<file path="config.mk">
export PLATFORM = sky130hd
export DESIGN_NAME = cpu_bus_periph_v2
export DESIGN_NICKNAME = d
export VERILOG_FILES = /design/src/rtl/cpu_bus_periph_v2.sv
export SDC_FILE = /design/constraint.sdc
export NUM_CORES = 1
export LEC_CHECK = 0
export CAP_MARGIN = 20
export CORE_MARGIN = 2
export CORE_UTILIZATION = 68
export DETAILED_ROUTE_END_ITERATION = 12
export DONT_BUFFER_PORTS = 1
export PLACE_DENSITY_LB_ADDON = 0.2
export REMOVE_ABC_BUFFERS = 1
export SYNTH_ARGS = -nofsm -noshare
export SYNTH_HDL_FRONTEND = slang
export SYNTH_SLANG_ARGS = --single-unit
export TNS_END_PERCENT = 5
</file>
<file path="constraint.sdc">
create_clock -name clk -period 7.05 [get_ports clk]
set_input_delay 1.41 -clock clk [delete_from_list [all_inputs] [get_ports clk]]
set_output_delay 1.41 -clock clk [all_outputs]
set_load 0.05 [all_outputs]
</file>
<file path="src/rtl/cpu_bus_periph_v2.sv">
// CPU native-bus decoder: RAM window passthrough plus a peripheral page with
// GPIO, button edge capture and an NCH-channel audio frame path.
module cpu_bus_periph_v2 #(
  parameter logic [31:0] RAM_BASE = 32'h0001_0000,
  parameter int          RAM_AW   = 15,
  parameter int          DIP_W    = 8,
  parameter int          LED_W    = 8,
  parameter int          BTN_W    = 5,
  parameter int          NCH      = 2,
  parameter int          SAMPLE_W = 24
) (
  input  logic                      clk,
  input  logic                      reset,
  input  logic [31:0]               addr,
  input  logic [31:0]               wdata,
  input  logic [3:0]                wstrb,
  input  logic                      valid,
  output logic                      ready,
  output logic [31:0]               rdata,
  input  logic [DIP_W-1:0]          dip,
  input  logic [BTN_W-1:0]          buttons,
  output logic [LED_W-1:0]          led,
  output logic [RAM_AW-1:0]         ram_addr,
  output logic [31:0]               ram_wdata,
  output logic [3:0]                ram_wstrb,
  output logic                      ram_valid,
  input  logic [31:0]               ram_rdata,
  input  logic                      ram_ready,
  output logic [NCH*SAMPLE_W-1:0]   audio_data,
  output logic                      audio_valid,
  input  logic                      audio_ready,
  input  logic                      audio_init_done
);

  // Handshakes: a CPU request completes on a cycle where valid && ready
  // (ready is combinational); an audio frame transfers on audio_valid &&
  // audio_ready, and audio_data is held stable until that cycle.

  localparam int          FW          = NCH * SAMPLE_W;
  localparam int          STG_N       = (NCH > 1) ? NCH - 1 : 1;
  localparam logic [23:0] PERIPH_PAGE = 24'h80_0000;
  localparam logic [5:0]  CH_BASE     = 6'd16;

  function automatic logic [31:0] lane_mask(input logic [3:0] s);
    return {{8{s[3]}}, {8{s[2]}}, {8{s[1]}}, {8{s[0]}}};
  endfunction

  function automatic logic [31:0] merge(input logic [31:0] old_v,
                                        input logic [31:0] new_v,
                                        input logic [3:0]  s);
    return (old_v & ~lane_mask(s)) | (new_v & lane_mask(s));
  endfunction

  logic                ram_hit, periph_hit, is_ch, is_last, is_write;
  logic                can_commit, stall_blk, wr, commit, drop;
  logic [5:0]          word_idx;
  logic [2:0]          ch_idx;
  logic [DIP_W-1:0]    dip_s1, dip_s2;
  logic [BTN_W-1:0]    btn_s1, btn_s2, btn_prev, btn_edge, btn_clr;
  logic                ctrl_stall;
  logic [15:0]         drops;
  logic [SAMPLE_W-1:0] staging [STG_N];
  logic [FW-1:0]       frame_next;

  assign ram_hit    = (addr[31:RAM_AW] == RAM_BASE[31:RAM_AW]);
  assign periph_hit = !ram_hit && (addr[31:8] == PERIPH_PAGE);
  assign word_idx   = addr[7:2];
  assign ch_idx     = word_idx[2:0];
  assign is_ch      = periph_hit && (word_idx >= CH_BASE) && (word_idx < CH_BASE + 6'(NCH));
  assign is_last    = is_ch && (ch_idx == 3'(NCH - 1));
  assign is_write   = valid && (wstrb != 4'b0000);

  // A frame can be committed when the output slot is empty or drains this cycle.
  assign can_commit = !audio_valid || audio_ready;
  assign stall_blk  = is_write && is_last && !can_commit && ctrl_stall;
  assign ready      = ram_hit ? ram_ready : !stall_blk;
  assign wr         = is_write && periph_hit && !stall_blk;
  assign commit     = wr && is_last && can_commit;
  assign drop       = wr && is_last && !can_commit;

  assign ram_addr  = addr[RAM_AW-1:0];
  assign ram_wdata = wdata;
  assign ram_wstrb = wstrb;
  assign ram_valid = valid && ram_hit;

  assign btn_clr = (wr && word_idx == 6'd3) ? BTN_W'(wdata & lane_mask(wstrb)) : '0;

  always_comb begin
    frame_next = audio_data;
    for (int k = 0; k < NCH - 1; k++) frame_next[k*SAMPLE_W +: SAMPLE_W] = staging[k];
    frame_next[(NCH-1)*SAMPLE_W +: SAMPLE_W] =
      SAMPLE_W'(merge(32'(audio_data[(NCH-1)*SAMPLE_W +: SAMPLE_W]), wdata, wstrb));
  end

  always_comb begin
    rdata = 32'b0;
    if (ram_hit) begin
      rdata = ram_rdata;
    end else if (periph_hit) begin
      case (word_idx)
        6'd0:    rdata = 32'(dip_s2);
        6'd1:    rdata = 32'(led);
        6'd2:    rdata = 32'(btn_s2);
        6'd3:    rdata = 32'(btn_edge);
        6'd4:    rdata = {29'b0, audio_valid, audio_init_done, !audio_ready};
        6'd5:    rdata = {31'b0, ctrl_stall};
        6'd6:    rdata = {16'b0, drops};
        default: rdata = 32'b0;
      endcase
    end
  end

  always_ff @(posedge clk) begin
    if (reset) begin
      dip_s1      <= '0;
      dip_s2      <= '0;
      btn_s1      <= '0;
      btn_s2      <= '0;
      btn_prev    <= '0;
      btn_edge    <= '0;
      led         <= '0;
      ctrl_stall  <= 1'b1;
      drops       <= '0;
      audio_data  <= '0;
      audio_valid <= 1'b0;
      for (int k = 0; k < STG_N; k++) staging[k] <= '0;
    end else begin
      dip_s1   <= dip;
      dip_s2   <= dip_s1;
      btn_s1   <= buttons;
      btn_s2   <= btn_s1;
      btn_prev <= btn_s2;
      // A new edge wins over a coincident write-1-to-clear.
      btn_edge <= (btn_edge & ~btn_clr) | (btn_s2 & ~btn_prev);
      if (wr && word_idx == 6'd1) led <= LED_W'(merge(32'(led), wdata, wstrb));
      if (wr && word_idx == 6'd5 && wstrb[0]) ctrl_stall <= wdata[0];
      if (wr && word_idx == 6'd6) drops <= '0;
      else if (drop && drops != 16'hFFFF) drops <= drops + 16'd1;
      for (int k = 0; k < STG_N; k++) begin
        if (wr && is_ch && !is_last && ch_idx == 3'(k))
          staging[k] <= SAMPLE_W'(merge(32'(staging[k]), wdata, wstrb));
      end
      if (commit) begin
        audio_data  <= frame_next;
        audio_valid <= 1'b1;
      end else if (audio_ready) begin
        audio_valid <= 1'b0;
      end
    end
  end

endmodule
</file>
======== Word level (Yosys, flattened, before mapping) ========
Memories as Yosys holds them, arrays and structs flattened.
Index checks and enable logic that the tools add are counted.
cells by class
  $add $sub $neg .......................... 1
  order comparisons ....................... 2
  equal/unequal tests ..................... 10
  muxes and demuxes ....................... 14
  bitwise logic cells ..................... 13
  reductions and logical operators ........ 36
operators with widths
  operator               count
  $pmux 16 s7            1
  $and 24x24->24         3
  $or 24x24->24          2
  $mux 32                1
  $eq 24x24->1 const B   1
  $mux 24                1
  $not 24->24            1
  $reduce_or 24->1       1
  $logic_and 1x1->1      23
  $eq 6x3->1 const B     3
  $eq 17x2->1 const B    1
  $add 16x1->16 const B  1
  $mux 16                1
  $ne 16x16->1 const B   1
  $eq 6x2->1 const B     2
  $and 5x5->5            2
  $not 5->5              2
  $mux 1                 9
  $and 8x8->8            1
  $or 8x8->8             1
  $eq 6x1->1 const B     1
  $ge 6x5->1 const B     1
  $logic_not 1->1        6
  $logic_not 6->1        1
  9 further kinds        9
word-level totals
  bits in registers ....................... 110
  memory bits (writable) .................. 24
  input port bits ......................... 119
  output and inout bits ................... 142
  word-level logic and storage cells ...... 88
  memories ................................ 1
memories
  name     words  width  read ports  clocked after Yosys merged registers in  wr ports  line  source
  staging  1      24     1           0                                        1         62    logic [SAMPLE_W-1:0] staging [STG_N];

======== Logic depth before layout (Yosys ltp) ========
Gate-level depths: netlist (run 1).
  depth after elaboration ................. 19
  gate-level depth with buffers ........... 9
  depth with buffers taken out ............ 6

======== Worst setup path before layout (run 1) ========
Ideal clock, no wire load.
  kind .................................... input to output
  start ................................... in addr[23]
  end ..................................... out rdata[0]
  data arrival time ....................... 3.617 ns
  data required time ...................... 5.640 ns
  path slack .............................. 2.023 ns
  stages on the path ...................... 6
  buffers on the path ..................... 1
  cell sequence ........................... nor4_1 > nand4_1 > buf_1 > nor2_1 > nand3_1 > o21ai_0
on the way
  longest elaborated chain between the ends .. 5
  elaborated cells between the ends (all ways) .. 6
  classes of those cells .................. eq/ne (2); mux (2); reduce/logical (2)
RTL lines
  what                line  source
  start: declaration  14    input logic [31:0] addr,
  $eq 17x2->1         65    assign ram_hit = (addr[31:RAM_AW] == RAM_BASE[31:RAM_AW]);
  $logic_not 1->1     66    assign periph_hit = !ram_hit && (addr[31:8] == PERIPH_PAGE);
  $logic_and 1x1->1   66
  $mux 16             99    end else if (periph_hit) begin
  $mux 32 (*)         97    if (ram_hit) begin
  end: declaration    19    output logic [31:0] rdata,
Every way passes the cells marked *; elsewhere a longest branch is shown, timed or not.

======== Worst setup path in the final report (run 1) ========
  start ................................... in addr[16]
  end ..................................... out rdata[7]
The elaborated chain is that of the path after synthesis.

==> qor.csv, run 1 <==
metric,value,unit
Pwr Total,1784,µW
drt drc,0,
Hold Crit Class,flop to flop,
vias in the first global route,4604,
Final ANT Viol Nets,0,
outcome,"finished, final reports clean",
Post-Synthesis Cells,666,
Layout Nets,721,
final hold vios,0,
H-tree depth,4,
DR pass1 iterations,5,
CP endpoint kind,output pin,
WL per Instance,21.49,µm
CTS resizes,0,
critical path type,input pin to output pin,
Avg Inst Size Synth,9.484,µm²
"flops & latches, synth",134,
Slew @ Worst Pin,1.065,ns
critical path arrival,3.44,ns
fmax,206.1,MHz
routed wire length,15650,µm
share of layout cells above drive strength 1,9.772,%
Boundary Pins,261,
Post-CTS Setup Bufs,0,
Mapped Area,6316,µm²
Max Cap Viol,0,
largest cells by area after synthesis,"dfxtp_1, edfxtp_1, mux2i_1",
"area leader, netlist",dfxtp_1,
Post-DP HPWL,10570,µm
DR iter-0 viols,229,
startpoint types,input pin,
Hold Buf Count CTS,0,
CP max FO,8,
post-synth top area share,34.87,%
Synth Area in Simple Gates,23.04,%
largest net degree at the start of global routing,99,
"Seq/Total Area, Yosys",46.28,%
die extent in y,100.4,µm
core area,9109,µm²
mux contribution to synthesized area,11.25,%
GRT Util Overall,30.78,%
setup violation total in the final timing report,0,
VDD IR max,0.0002585,V
Synth Area in Compound Gates,9.865,%
Tcrit/Tclk final,68.82,%
CTS tree,done,
Root Buffer Master,clkbuf_8,
RSZ-0062 raised after global routing,false,
Longest Clk Path Bufs,2,
Max Transition Viols Final,0,
top post-synthesis cells by count,"dfxtp_1, nand2_1, nor2_1, mux2i_1",
Clock Sinks,134,
Async SR Flop Fraction,0,%
P&R area growth vs syn,4.477,%
Post-synth EDFFs,24,
Setup TNS,0,ns
Lkg Pwr,0.002290,µW
port bufs,0,
Unique masters post-synth,52,
Slew HR,28.37,%
"Reg clk slew, reported paths",0.05,ns
min cycle time layout,4.852,ns
"Warnings, synthesis",0,
CP Data Required Time,5.64,ns
first-pass GRT wire length,23520,µm
largest family of logic cells by synthesized area,simple AND/OR/NAND/NOR gates,
Synth Area in Adders,0.1981,%
top-count cell post-synth,dfxtp_1,
final non-filler cell area,6599,µm²
global route overflow,0,
initial antenna violation count,2,
via count,4627,
die area,10080,µm²
row count,35,
Initial Util,69.34,%
final hold slack,0.4359,ns
Placed Area,5938,µm²
Via density,6.356,
Clock Latency Late Sink,0.52,ns
Die X,100.4,µm
pwr dens,270.3,nW/µm²
routability cong.,0.8621,
Post-synth top flop,dfxtp_1,
xor/xnor share of the synthesized area,0,%
TritonCTS Buffers,17,
skew final,0.007905,ns
where the power goes:
part,total [µW],switching [µW],internal (µW)
Sequential,798,5.67,792
Combinational,38.6,16.5,22.1
Clock,947,333,614
final timing paths:
check        depth (start not counted)                      from                          to  slack, ns
min reg2reg                          1      btn_s1[2]$_SDFF_PP0_        btn_s2[2]$_SDFF_PP0_       0.44
min                                  1      btn_s1[2]$_SDFF_PP0_        btn_s2[2]$_SDFF_PP0_       0.44
max                                  5                  addr[16]                    rdata[7]       2.20
max reg2reg                          5  audio_valid$_SDFFE_PP0P_  audio_data[3]$_SDFFE_PP0P_       4.45
layout by cell type (no fill, tap or decap), types with 3 or more instances in the layout:
master and n:
dfxtp_1 110, buf_4 5, inv_1 6, nor3_1 3
nand3_1 12, a21bo_2 5, nor2b_1 35, diode_2 3
a21oi_1 51, o31ai_1 12, nand2b_1 7, a22oi_1 3
nand4_1 6, nor2_1 68, bufinv_16 5, nor4_4 4
inv_6 4, nand2_1 68, nor4_1 8, edfxtp_1 24
a22o_1 8, clkbuf_16 16, o21ai_1 8, mux4_2 3
or3_1 5, o21ai_0 6, and2_1 19, or4_1 12
mux2i_1 62
critical path, cell delays in order:
cell     delay (ns)
nor4_4         0.37
nand4_4        0.24
nor2_1         0.19
nand3_1        0.34
o21ai_1        0.89
logic make-up (layout without fill, tap and decap cells):
family                   count (synthesis)  in the layout
AO/OA/AOI/OAI                          101            101
AND/OR/NAND/NOR                        267            267
flip-flops                             134            134
multiplexers                            67             67
buffers and inverters                   96             44
other                                    0              3
adder cells (fa/ha/maj)                  1              1
metrics by stage:
stage | std cells | setup slack [ns] | utilization, %
after global placement | 692 | 2.026 | 65.19
after floorplan | 576 | 1.743 | -
final | 728 | 2.198 | 72.45
after CTS | 724 | 1.950 | 72.20
after global routing | 727 | 2.104 | 72.42
after detailed placement | 692 | 1.941 | 65.19
cell type report:
cell class | instances | area (µm²)
Antenna cell | 3 | 7.507
Clock buffer | 18 | 417.9
Clock inverter | 14 | 220.2
Fill cell | 675 | 2510
Inverter | 6 | 22.52
Multi-Input combinational cell | 436 | 2816
Sequential cell | 134 | 2923
Tap cell | 111 | 138.9
Timing Repair Buffer | 6 | 52.55
per-layer routing:
metal	global-route usage [%]	share of wire, %	up-vias
li1	-	-	2140
met1	34.12	37	2210
met2	51.94	52	241
met3	11.28	8.6	36
met4	15.70	3.0	0
met5	0	0	-
Note: power is estimated with default switching activity, not from simulation.
==> inputs of run 2 (changes only) <==
--- a/config.mk
+++ b/config.mk
@@ -7,7 +7,7 @@
 export LEC_CHECK = 0
 export CAP_MARGIN = 20
 export CORE_MARGIN = 2
-export CORE_UTILIZATION = 68
+export CORE_UTILIZATION = 57
 export DETAILED_ROUTE_END_ITERATION = 12
 export DONT_BUFFER_PORTS = 1
 export PLACE_DENSITY_LB_ADDON = 0.2
==> constraint.sdc (replaced) <==
create_clock -name clk -period 4 [get_ports clk]
set_input_delay 0.8 -clock clk [delete_from_list [all_inputs] [get_ports clk]]
set_output_delay 0.8 -clock clk [all_outputs]
set_load 0.05 [all_outputs]
==> run 2 against run 1 <==
Effect of this change: sequential share of layout area shrank 4.1 points; die area grew 18%; register-to-register slack lost 3.1 ns; critical endpoint is now rdata[5].
==> qor.csv, run 2 (synthesis results as in run 1) <==
metric,value,unit,change
GRT Util Overall,27.24,%,-3.5 points
Max Cap Viol,0,,unchanged
Longest Clk Path Bufs,2,,unchanged
initial antenna violation count,2,,unchanged
skew final,0.009575,ns,+0.001670 ns
vias in the first global route,4619,,+0.33%
core area,10840,µm²,+19%
Lkg Pwr,0.002556,µW,+12%
P&R area growth vs syn,15.06,%,
startpoint types,input pin,,
met2 WL,8260,µm,+2.1%
cell family with most CP delay,simple AND/OR/NAND/NOR gates,,
Post-DP HPWL,11410,µm,+7.9%
Hold Crit Class,input pin to flop,,
hold path depth,1,,unchanged
Post-Layout Cell Count,791,,+8.7%
placed insts,758,,+9.5%
critical path type,input pin to output pin,,
Initial Util,58.26,%,-11 points
min cycle time layout,3.355,ns,
pwr dens,412.7,nW/µm²,+53%
Layout Nets,757,,+5.0%
setup ws final,0.6446,ns,-1.554 ns
Via density,5.984,,-5.9%
"commonest non-fill, non-tap cells in the layout","dfxtp_1, nor2_1, nand2_1",,
Slew @ Worst Pin,0.9683,ns,-0.09627 ns
H-tree depth,4,,unchanged
largest net degree at the start of global routing,99,,unchanged
critical path arrival,2.56,ns,-0.88 ns
Worst Path Buf+Inv,2,,+2
"most common cell after layout, fill and taps aside",dfxtp_1,,
pre-CTS setup slack,0.5959,ns,-1.345 ns
fmax,298.0,MHz,
met1 WL,5947,µm,+3.8%
die area,11940,µm²,+18%
setup violation total in the final timing report,0,,unchanged
CP cell instances,nor4_1 > nand4_1 > buf_4 > nor2_1 > nand3_1 > o21ai_1 > buf_12,,
"Reg clk slew, reported paths",0.06,ns,about the same
CP max FO,11,,+3
WL per Instance,20.44,µm,-4.9%
CTS resizes,0,,unchanged
"slowest stage delay, CP",0.32,ns,-0.57 ns
Die X,109.3,µm,+8.9%
Tcrit/Tclk final,83.88,%,
Slew HR,35.44,%,+7.1 points
port bufs,0,,unchanged
global route overflow,0,,unchanged
Max Transition Viols Final,0,,unchanged
drt drc,0,,unchanged
row count,38,,+8.6%
FF-to-FF path depth,5,,unchanged
routed wire length,16170,µm,+3.3%
Final ANT Viol Nets,0,,unchanged
die extent in y,109.3,µm,+8.9%
TritonCTS Buffers,17,,unchanged
RSZ-0062 raised after global routing,false,,
Root Buffer Master,clkbuf_8,,
first-pass GRT wire length,24090,µm,+2.5%
routability cong.,0.8180,,-5.1%
DR iter-0 viols,299,,+31%
Hold Buf Count CTS,0,,unchanged
CP Data Required Time,3.20,ns,-2.44 ns
Highest Signal Layer,met5,,
CTS tree,done,,
final core area utilization,67.04,%,-5.4 points
Pwr Total,2999,µW,+68%
DR pass1 iterations,5,,unchanged
VDD IR max,0.0003827,V,+48%
CP endpoint kind,output pin,,
Post-CTS Setup Bufs,0,,unchanged
Worst path depth,7,,+2
share of layout cells above drive strength 1,14.77,%,+5.0 points
Clock Sinks,134,,unchanged
Boundary Pins,261,,unchanged
via count,4733,,+2.3%
CP max-delay cell,o21ai_1,,
outcome,"finished, final reports clean",,
Clock Latency Late Sink,0.53,ns,about the same
routed wl met3,1350,µm,-0.22%
final hold vios,0,,unchanged
run 2: changes by cell type in the layout (fill, tap and decap cells not counted):
| cell | before | now |
|---|---|---|
| buf_12 | 0 | 34 |
| bufinv_16 | 5 | 0 |
| clkbuf_16 | 16 | 20 |
| buf_4 | 5 | 8 |
| inv_4 | 0 | 3 |
| diode_2 | 3 | 1 |
| inv_6 | 4 | 2 |
| buf_8 | 1 | 0 |
| clkinv_2 | 2 | 1 |
| clkinv_4 | 2 | 3 |
| nor3b_2 | 0 | 1 |
| nor3b_4 | 1 | 0 |
run 2: layout make-up:
type	instances	area, µm²
clock buffer	22	518.0
antenna	1	2.502
clock inverter	10	75.07
sequential	134	2923
timing repair buffer	42	740.7
multi-input combinational	436	2810
inverter	6	22.52
fill	837	3573
tap	140	175.2
run 2: metrics by stage:
step           TNS (ns)  hold WS [ns]  instance area (µm²)
2_1_floorplan   -0.8203        0.4138                 5747
3_3_place_gp          0        0.4170                 6671
3_5_place_dp          0        0.4218                 6671
4_1_cts               0        0.3156                 7264
5_1_grt               0        0.3157                 7267
6_report              0        0.3403                 7267
run 2: where the power goes:
| part | total (µW) | switching [µW] | internal (µW) |
|---|---|---|---|
| Combinational | 67.0 | 28.2 | 38.8 |
| Clock | 1530 | 608 | 918 |
| Sequential | 1410 | 9.38 | 1400 |
run 2: layer usage:
metal  vias to the layer above  GRT usage [%]
li1                       2217              -
met1                      2225          29.18
met2                       243          46.76
met3                        46          10.52
met4                         2          13.65
met5                         -              0
run 2: worst paths after layout:
kind	to	slack, ns	from
worst min-delay path	btn_s1[2]$_SDFF_PP0_	0.34	reset
worst min register to register	btn_s2[1]$_SDFF_PP0_	0.43	btn_s1[1]$_SDFF_PP0_
worst max register to register	audio_data[14]$_SDFFE_PP0P_	1.35	audio_valid$_SDFFE_PP0P_
worst max-delay path	rdata[5]	0.64	addr[19]
==> inputs of run 3 (changes only) <==
==> constraint.sdc (replaced) <==
create_clock -name clk -period 2.9 [get_ports clk]
set_input_delay 0.58 -clock clk [delete_from_list [all_inputs] [get_ports clk]]
set_output_delay 0.58 -clock clk [all_outputs]
set_load 0.05 [all_outputs]
==> run 3 against run 2 <==
Effect of this change: clock power up 43%; power up 41%; final cell count up 2.7%; hold slack worse by 0.22 ns; design area up 3.1%; first-iteration DRC count up 0.33%; combinational power up 43%; critical path type unchanged.
==> qor.csv, run 3 (synthesis results as in run 1) <==
metric,value,unit,change
DR iter-0 viols,300,,+0.33%
"most common cell after layout, fill and taps aside",dfxtp_1,,
core area,10840,µm²,unchanged
"commonest non-fill, non-tap cells in the layout","dfxtp_1, nor2_1, nand2_1",,
final hold vios,0,,unchanged
"slowest stage delay, CP",0.55,ns,+0.23 ns
critical path type,input pin to output pin,,
skew final,0.01443,ns,+0.004854 ns
pwr dens,563.5,nW/µm²,+37%
WL per Instance,20.22,µm,-1.1%
via count,4782,,+1.0%
final hold slack,0.1201,ns,-0.2202 ns
CP Data Required Time,2.32,ns,-0.88 ns
Switch Pwr,855.0,µW,+32%
Placed Area,6847,µm²,+2.6%
critical path arrival,2.15,ns,-0.41 ns
Clock Sinks,134,,unchanged
share of layout cells above drive strength 1,18.21,%,+3.4 points
Hold Crit Class,input pin to flop,,
"Reg clk slew, reported paths",0.06,ns,about the same
VDD IR max,0.0004496,V,+17%
CP endpoint kind,output pin,,
Worst Path Buf+Inv,1,,-1
routed wire length,16420,µm,+1.5%
Setup TNS,0,ns,unchanged
cell family with most CP delay,simple AND/OR/NAND/NOR gates,,
CP cell instances,nor4_4 > nand4_4 > or4_4 > nor3_1 > a21oi_1 > buf_12,,
Tcrit/Tclk final,94.24,%,
Via density,5.889,,-1.6%
Slew HR,45.18,%,+9.7 points
drt drc,0,,unchanged
port bufs,0,,unchanged
switching share of power,20.25,%,-1.3 points
Longest Clk Path Bufs,2,,unchanged
pre-CTS setup slack,0.09306,ns,-0.5028 ns
largest net degree at the start of global routing,99,,unchanged
first-pass GRT wire length,24940,µm,+3.5%
H-tree depth,4,,unchanged
Max Cap Viol,0,,unchanged
Final ANT Viol Nets,0,,unchanged
Slew @ Worst Pin,0.8223,ns,-0.1461 ns
routability cong.,0.8174,,about the same
final non-filler cell area,7495,µm²,+3.1%
Lkg Pwr,0.002685,µW,+5.0%
die extent in y,109.3,µm,unchanged
logic gate share of total power,2.3,%,about the same
die area,11940,µm²,unchanged
CP max-delay cell,or4_4,,
Clk pwr share,51.8,%,+0.9 points
outcome,"finished, final reports clean",,
Boundary Pins,261,,unchanged
P_int,3368,µW,+43%
global route overflow,0,,unchanged
Clock Latency Late Sink,0.53,ns,about the same
Die X,109.3,µm,unchanged
row count,38,,unchanged
CP max FO,5,,-6
Root Buffer Master,clkbuf_8,,
Max Transition Viols Final,0,,unchanged
setup ws final,0.1671,ns,-0.4775 ns
Post-DP HPWL,11810,µm,+3.6%
Layout Nets,777,,+2.6%
Flop pwr share,45.9,%,-1.0 points
min cycle time layout,2.733,ns,
vias in the first global route,4735,,+2.5%
Initial Util,58.26,%,unchanged
RSZ-0062 raised after global routing,false,,
TritonCTS Buffers,17,,unchanged
startpoint types,input pin,,
DR pass1 iterations,5,,unchanged
P&R area growth vs syn,18.66,%,
setup violation total in the final timing report,0,,unchanged
GRT Util Overall,27.99,%,+0.74 points
Fillers,852,,+1.8%
CTS tree,done,,
initial antenna violation count,2,,unchanged
fmax,365.9,MHz,
==> run 3: cell types whose count changed in the layout (fill, tap and decap cells not counted), moves of 2 or more <==
cell,change
clkbuf_8,+4
clkinv_4,-2
buf_12,+2
buf_4,+18
o21ai_1,-2
o21ai_2,+2
inv_4,-2
==> run 3: worst reg2reg max path, delay by kind of cell, from the launching register on <==
| family | cells | cell delay [ns] |
|---|---|---|
| AOI/OAI and AO/OA | 2 | 0.35 |
| buffers and inverters | 1 | 0.26 |
| DFF | 1 | 0.45 |
| and+or+nand+nor | 2 | 1.09 |
==> run 3: final cells by class <==
class                           instances  area, µm²  share of cell area, %
Antenna cell                            2      5.005                0.06678
Timing Repair Buffer                   62      915.9                  12.22
Clock buffer                           24      544.3                  7.262
Clock inverter                          8      78.83                  1.052
Inverter                                6      22.52                 0.3005
Tap cell                              140      175.2                  2.337
Sequential cell                       134       2923                  39.00
Multi-Input combinational cell        436       2830                  37.76
==> run 3: final timing paths <==
kind	start	endpoint	slack (ns)	depth (start not counted)
worst max-delay path	addr[16]	ready	0.17	6
worst max register to register	audio_valid$_SDFFE_PP0P_	drops[11]$_SDFFE_PP0P_	0.68	5
worst min-delay path	reset	dip_s1[3]$_SDFF_PP0_	0.12	1
worst min register to register	dip_s1[4]$_SDFF_PP0_	dip_s2[4]$_SDFF_PP0_	0.43	1
==> run 3: repair_timing <==
| action | CTS | global route |
|---|---|---|
| hold buffers | 0 | 0 |
| setup endpoints to repair | 0 | 14 |
| gates resized for setup | 0 | 5 |
| setup buffers | 0 | 0 |
==> run 3: per-layer routing <==
metal	GRT usage [%]	share of wire (%)
met1	29.32	36
met2	49.91	51
met3	10.28	9.2
met4	12.57	3.1
met5	0	0
==> run 3: power by group through the flow <==
stage               Combinational (µW)  Clock, µW  Sequential [µW]
finish                            96.1       2190             1940
CTS                               96.6       2220             1940
global route                       105       2290             1940
floorplan                         77.7          0             1980
global placement                  94.4          0             1980
detailed placement                96.4          0             1980
==> run 3: per-stage QoR <==
step	utilization [%]	total power, µW	std cells
after floorplan	-	2053	576
after detailed placement	63.16	2075	778
after global routing	69.14	4335	812
after global placement	63.16	2072	778
final	69.14	4223	812
after CTS	68.91	4256	810
